--- config.mk ---
export PLATFORM = sky130hd
export DESIGN_NAME = resilient_stage_ctrl
export DESIGN_NICKNAME = d
export VERILOG_FILES = /design/src/rtl/resilient_stage_ctrl_pkg.sv /design/src/rtl/resilient_stage_ctrl_recovery_timer.sv /design/src/rtl/resilient_stage_ctrl.sv
export SDC_FILE = /design/constraint.sdc
export NUM_CORES = 1
export LEC_CHECK = 0
export BUFFER_PORTS_ARGS = -buffer_cell sky130_fd_sc_hd__buf_2
export CAP_MARGIN = 5
export CORE_ASPECT_RATIO = 0.6
export CORE_MARGIN = 5
export CORE_UTILIZATION = 50
export CTS_BUF_LIST = sky130_fd_sc_hd__clkbuf_4 sky130_fd_sc_hd__clkbuf_8
export DETAILED_ROUTE_END_ITERATION = 16
export GPL_TIMING_DRIVEN = 0
export PLACE_DENSITY = 0.83
export SLEW_MARGIN = 20
export SYNTH_ARGS = -nofsm -noshare
export SYNTH_HDL_FRONTEND = slang
export SYNTH_SLANG_ARGS = --single-unit
export TNS_END_PERCENT = 30
--- constraint.sdc ---
create_clock -name clk -period 1.9 [get_ports clk]
set_input_delay 0.19 -clock clk [delete_from_list [all_inputs] [get_ports clk]]
set_output_delay 0.19 -clock clk [all_outputs]
set_load 0.05 [all_outputs]
--- src/rtl/resilient_stage_ctrl_pkg.sv ---
// resilient_pkg: shared states, default widths and the masked max-wait helper
package resilient_pkg;

    typedef enum logic [2:0] {IDLE, CAPT, CHECK, RECOVER, HAND} state_e;

    localparam int DEF_WIDTH     = 32;
    localparam int DEF_ERR_CH    = 2;
    localparam int DEF_WAIT_W    = 5;
    localparam int DEF_MAX_RETRY = 3;
    localparam int DEF_CNT_W     = 16;
    localparam int RETRY_W       = 4;
    localparam int MAX_CH        = 8;
    localparam int MAX_WAIT_W    = 16;
    localparam int WAITS_W       = MAX_CH * MAX_WAIT_W;

    // Callers zero-extend to the widest supported shape; ww is the real field width.
    function automatic logic [MAX_WAIT_W-1:0] max_masked_wait(
        input logic [MAX_CH-1:0]  err,
        input logic [WAITS_W-1:0] waits,
        input int                 ww
    );
        logic [MAX_WAIT_W-1:0] m;
        logic [MAX_WAIT_W-1:0] v;
        m = '0;
        for (int i = 0; i < MAX_CH; i++) begin
            v = MAX_WAIT_W'(waits >> (i * ww)) & MAX_WAIT_W'((1 << ww) - 1);
            if (err[i] && v > m) m = v;
        end
        return m;
    endfunction

endpackage

--- src/rtl/resilient_stage_ctrl_recovery_timer.sv ---
// recovery_timer: selects the longest wait among flagged channels and counts it down
module recovery_timer import resilient_pkg::*; #(
    parameter int ERR_CH = DEF_ERR_CH,
    parameter int WAIT_W = DEF_WAIT_W
) (
    input  logic                     clk,
    input  logic                     rst,
    input  logic                     load_i,
    input  logic [ERR_CH-1:0]        err_i,
    input  logic [ERR_CH*WAIT_W-1:0] err_wait_i,
    output logic                     expire_o,
    output logic [WAIT_W-1:0]        count_o
);

    logic [MAX_WAIT_W-1:0] max_w;
    logic [WAIT_W-1:0]     load_val;
    logic [WAIT_W-1:0]     count_q, count_d;

    assign max_w    = max_masked_wait(MAX_CH'(err_i), WAITS_W'(err_wait_i), WAIT_W);
    assign load_val = (max_w == '0) ? WAIT_W'(1) : WAIT_W'(max_w);

    // Load on an erroring CHECK, otherwise count down to zero and hold there.
    always_comb count_d = load_i ? load_val : (count_q != '0) ? count_q - WAIT_W'(1) : count_q;

    // Counter register; reset abandons any recovery in progress.
    always_ff @(posedge clk or negedge rst)
        if (!rst) count_q <= '0;
        else      count_q <= count_d;

    assign expire_o = count_q == WAIT_W'(1);
    assign count_o  = count_q;

endmodule

--- src/rtl/resilient_stage_ctrl.sv ---
// resilient_stage_ctrl: resilient bundled-data stage controller; RESILIENT_STAGE_CTRL_STATS_EN enables err_cnt
module resilient_stage_ctrl import resilient_pkg::*; #(
    parameter int WIDTH     = DEF_WIDTH,
    parameter int ERR_CH    = DEF_ERR_CH,
    parameter int WAIT_W    = DEF_WAIT_W,
    parameter int MAX_RETRY = DEF_MAX_RETRY,
    parameter int CNT_W     = DEF_CNT_W
) (
    input  logic                     clk,
    input  logic                     rst,
    input  logic                     Lreq,
    input  logic [WIDTH-1:0]         Ldata,
    output logic                     Lack,
    output logic                     Rreq,
    input  logic                     Rack,
    output logic [WIDTH-1:0]         Rdata,
    input  logic [ERR_CH-1:0]        Err,
    input  logic [ERR_CH*WAIT_W-1:0] err_wait,
    output logic                     sample,
    output logic                     fault,
    output logic [CNT_W-1:0]         err_cnt
);

    state_e               state_q, state_d;
    logic [RETRY_W-1:0]   retry_q, retry_d;
    logic                 lack_q, lack_d;
    logic                 rreq_q, rreq_d;
    logic                 fault_q, fault_d;
    logic                 disarmed_q, disarmed_d;
    logic [WIDTH-1:0]     data_q;
    logic                 load;
    logic                 expire;
    logic [WAIT_W-1:0]    rec_cnt;

    recovery_timer #(.ERR_CH(ERR_CH), .WAIT_W(WAIT_W)) u_timer (
        .clk        (clk),
        .rst        (rst),
        .load_i     (load),
        .err_i      (Err),
        .err_wait_i (err_wait),
        .expire_o   (expire),
        .count_o    (rec_cnt)
    );

    // Next-state logic: capture, check/retry, recover, then run both handshakes.
    always_comb begin
        state_d    = state_q;
        retry_d    = retry_q;
        lack_d     = lack_q;
        rreq_d     = rreq_q;
        fault_d    = fault_q;
        disarmed_d = disarmed_q;
        load       = 1'b0;
        case (state_q)
            IDLE: begin
                if (!Lreq)            disarmed_d = 1'b0;
                else if (!disarmed_q) state_d    = CAPT;
            end
            CAPT: state_d = CHECK;
            CHECK: begin
                if (|Err && retry_q < RETRY_W'(MAX_RETRY)) begin
                    load    = 1'b1;
                    retry_d = retry_q + RETRY_W'(1);
                    state_d = RECOVER;
                end else begin
                    fault_d = fault_q | (|Err);
                    lack_d  = 1'b1;
                    rreq_d  = 1'b1;
                    retry_d = '0;
                    state_d = HAND;
                end
            end
            RECOVER: if (expire || rec_cnt == '0) state_d = CAPT;
            HAND: begin
                lack_d = lack_q & Lreq;
                rreq_d = rreq_q & ~Rack;
                if (!lack_q && !rreq_q && !Rack) begin
                    state_d    = IDLE;
                    disarmed_d = Lreq;
                end
            end
            default: state_d = IDLE;
        endcase
    end

    // Control registers; reset discards any in-flight token.
    always_ff @(posedge clk or negedge rst) begin
        if (!rst) begin
            state_q    <= IDLE;
            retry_q    <= '0;
            lack_q     <= 1'b0;
            rreq_q     <= 1'b0;
            fault_q    <= 1'b0;
            disarmed_q <= 1'b0;
        end else begin
            state_q    <= state_d;
            retry_q    <= retry_d;
            lack_q     <= lack_d;
            rreq_q     <= rreq_d;
            fault_q    <= fault_d;
            disarmed_q <= disarmed_d;
        end
    end

    // Stage data register, reloaded on every capture including resamples.
    always_ff @(posedge clk or negedge rst)
        if (!rst)                 data_q <= '0;
        else if (state_q == CAPT) data_q <= Ldata;

`ifdef RESILIENT_STAGE_CTRL_STATS_EN
    logic [CNT_W-1:0] cnt_q, cnt_d;

    // Saturating count of erroring CHECK cycles.
    always_comb cnt_d = (state_q == CHECK && |Err && cnt_q != '1) ? cnt_q + CNT_W'(1) : cnt_q;

    // Statistics register.
    always_ff @(posedge clk or negedge rst)
        if (!rst) cnt_q <= '0;
        else      cnt_q <= cnt_d;

    assign err_cnt = cnt_q;
`else
    assign err_cnt = '0;
`endif

    assign Lack   = lack_q;
    assign Rreq   = rreq_q;
    assign Rdata  = data_q;
    assign sample = state_q == CAPT;
    assign fault  = fault_q;

endmodule

==> results.md <==
* Outcome: finished, final reports clean
* Cell Area, Synth at 2410 um2
* Clock tree buffer depth at 2
* Die height at 63.8 um
* Pwr Density at 1910 nW/um2
* CTS resizes at 0
* Final hold viol count at 0
* Flop pwr share at 29.8%
* Syn. warnings at 0
* Post-synth ARST share at 100%
* # rows at 19
* Cell count after synthesis at 199
* CTS H-tree lvls at 2
* Leak at 1.55 nW
* Logic pwr share at 57.1%
* Final Setup Violations at 0
* Drt wl/cell at 14.4 um
* Worst-path clk slew at 0.09 ns
* Core Box Area at 4610 um2
* Placer congestion estimate at 0.771
* Max Freq at 559 MHz
* Final Max Slew Viols at 0
* Vias in the first global route at 1,934
* Crit Path Class: reg2out
* #FFs+latches synth at 48
* Clock Power Share at 13.1%
* Largest net degree at the start of global routing at 49
* Type of the most critical hold path: in2reg
* Slew HR at 60.9%
* Remaining routing DRC violations at 0
* Final ANT Viol Nets at 0
* Initial antenna violation count at 0
* Seq/Total Area, Yosys at 49.8%
* Skew-Pair Late Insertion Delay at 0.29 ns
* Chip width at 99.7 um
* Port Buffers at 83
* Number of max-cap violations at 0
* Crit-path slowest cell: dfrtp_1
* Fraction of layout cells with a size suffix above 1 at 50.5%
* Vias per cell at 4.93
* Clock Sinks at 48
* GRT busiest layer: met2
* Synth cell types at 41
* Startpoint Class: register
* CP max stage delay at 0.38 ns
* Routed wire length at 5.31 mm
* Critical Path Most Common Cell: buf_2
* TritonCTS Buffers at 5
* Worst vdd ir at 1420 uV
* Synth Flop Type: dfrtp_1
* Die Area at 6360 um2
* RSZ-0062 raised after global routing: no
* # diodes at 0
* Clk root buf: clkbuf_8
* Hpwl dp at 4.14 mm
* Vias after detailed routing at 1,823
* Total gr overflow at 0
* Top Ports at 100
* Cell Chain, Critical Path: buf_2 > nor3b_4 > buf_4 > buf_2
* Post-layout min period at 1.79 ns
* WP data required at 1.71 ns
* Filler Cell Count at 358
* Max Clock Skew at 0.00408 ns
* Initial Util at 52.3%
* Worst Tran Pin Value at 0.587 ns
* Hold Slack at 0.119 ns
* Crit path DAT at 1.60 ns
* EDFF count, synth at 0
* Routing usage on met2 at 28.2%
* P&R area growth vs syn at 28.7%
* CTS tree: yes
* Top Family by Delay on Critical Path: buffers and inverters
* Crit Path Max Fanout at 10
* Mean area per synthesized cell at 12.1 um2
* Finished Cell Area at 3100 um2
* Switching share of power at 48.6%
* M1 GR Usage at 21.4%
* Power, Total at 5.92 mW
* Area after DPL at 2960 um2
* GRT Total Usage at 17.4%
* GRT met3 Usage at 8.15%
* First-pass GRT wire length at 8.96 mm
* Internal at 3.04 mW
* Pre-antenna DRT Iters at 4
* Crit path buf inv count at 3
* Tcrit/Tclk final at 94.1%
* NetSw at 2.88 mW
* CP endpoint kind: primary output
* Setup TNS at 0 ns
* Drt first-iter violations at 32
* Fin nets at 363
[metrics by stage]
step	cells	worst slack, ns	util (%)
floorplan	214	0.306	-
global placement	360	0.0453	64.2
detailed placement	360	0.0143	64.2
CTS	369	0.0870	67.0
global route	370	0.00690	67.3
finish	370	0.112	67.3
[power groups by stage]
stage          Sequential [mW]  Clock, mW  Combinational, mW
6_report                  1.77      0.773               3.38
5_1_grt                   1.84      0.838               3.61
4_1_cts                   1.77      0.781               3.40
3_5_place_dp              1.78          0               3.37
3_3_place_gp              1.74          0               3.28
2_1_floorplan             3.03          0               1.36
[path summary, 6_finish.rpt]
check | from | endpoint | slack, ns | cells past startpoint
min reg2reg | fault | fault | 0.48 | 1
max in group asynchronous | rst | Rdata[31] | 1.06 | 2
min in group asynchronous | rst | Rdata[19] | 0.43 | 2
min | Ldata[15] | Rdata[15] | 0.12 | 2
max | state_q[1] | sample | 0.11 | 4
max reg2reg | retry_q[0] | u_timer.count_o[1] | 0.14 | 4
[flip-flops by register name, summed over array words and instances (netlist names)]
register	cells
fault	1
Rreq	1
state_q	3
disarmed_q	1
Lack	1
retry_q	4
Rdata	32
u_timer.count_o	5
[cell families (layout without fill, tap and decap cells)]
kind of cell / count (synthesis) / count (layout) / share of synthesized area (%)
compound gates: 24 / 24 / 6.90
xor+xnor: 2 / 2 / 0.726
fa+ha+maj: 9 / 9 / 4.67
buf+inv: 32 / 125 / 8.09
flops: 48 / 48 / 49.8
mux: 40 / 40 / 18.4
other cells: 1 / 16 / 0.155
simple gates: 43 / 43 / 11.3
[cells in the mapped netlist (2+ instances only)]
master	number	area share [%]
or3_1	2	0.52
mux2_2	33	15
nor3_1	6	1.2
mux2_1	2	0.93
ha_1	9	4.7
nor2_1	2	0.31
mux2i_1	5	2.1
buf_4	19	5.9
and2b_1	2	0.62
buf_2	2	0.41
nand3_1	4	0.83
nand2b_1	2	0.52
nand2_1	11	1.7
nor2b_1	2	0.52
inv_1	10	1.6
o21ai_1	2	0.41
o31ai_1	2	0.62
a21oi_1	7	1.5
dfrtp_1	48	50
o21ai_0	8	1.7
[metal layers]
layer | vias up | wire length, um
met5 | - | 0
met4 | 0 | 26
met3 | 4 | 568
met2 | 71 | 2500
met1 | 874 | 2220
li1 | 874 | -
[area by class of cell]
cell class              count  area [um2]  area share, %
multi-input cells         134        1070           34.5
plain buffers              22         158           5.08
clock buffers               6        82.6           2.66
inverters                  10        37.5           1.21
well taps                  63        78.8           2.54
repair buffers             85         435           14.0
flip-flops and latches     48        1200           38.7
clock inverters             2        38.8           1.25
[worst register-to-register path, cell delays in order, from the launching register on]
cell and delay, ns:
dfrtp_1 0.41, ha_1 0.24, nor4_4 0.51, nand2_4 0.16, mux2_1 0.34
[cells in the final DEF (no fill, tap or decap), drive strengths merged, types with 2 or more instances in the layout]
master	n
nand3	4
inv	10
nor3	6
dfrtp	48
conb	16
o21ai	10
o21bai	2
nor3b	3
nor4	2
ha	9
nor2	3
and2b	2
a21oi	7
o31ai	2
clkbuf	7
buf	105
mux2i	5
nand2	12
mux2	35
nor2b	2
nand2b	2
or3	2
[timing repair]
item	in CTS	in global routing
hold buffers	0	1
buffers inserted	1	0
endpoints found under the hold margin	0	48
endpoints found under the setup margin	1	0
No activity file was read; power rests on OpenSTA's default activity.
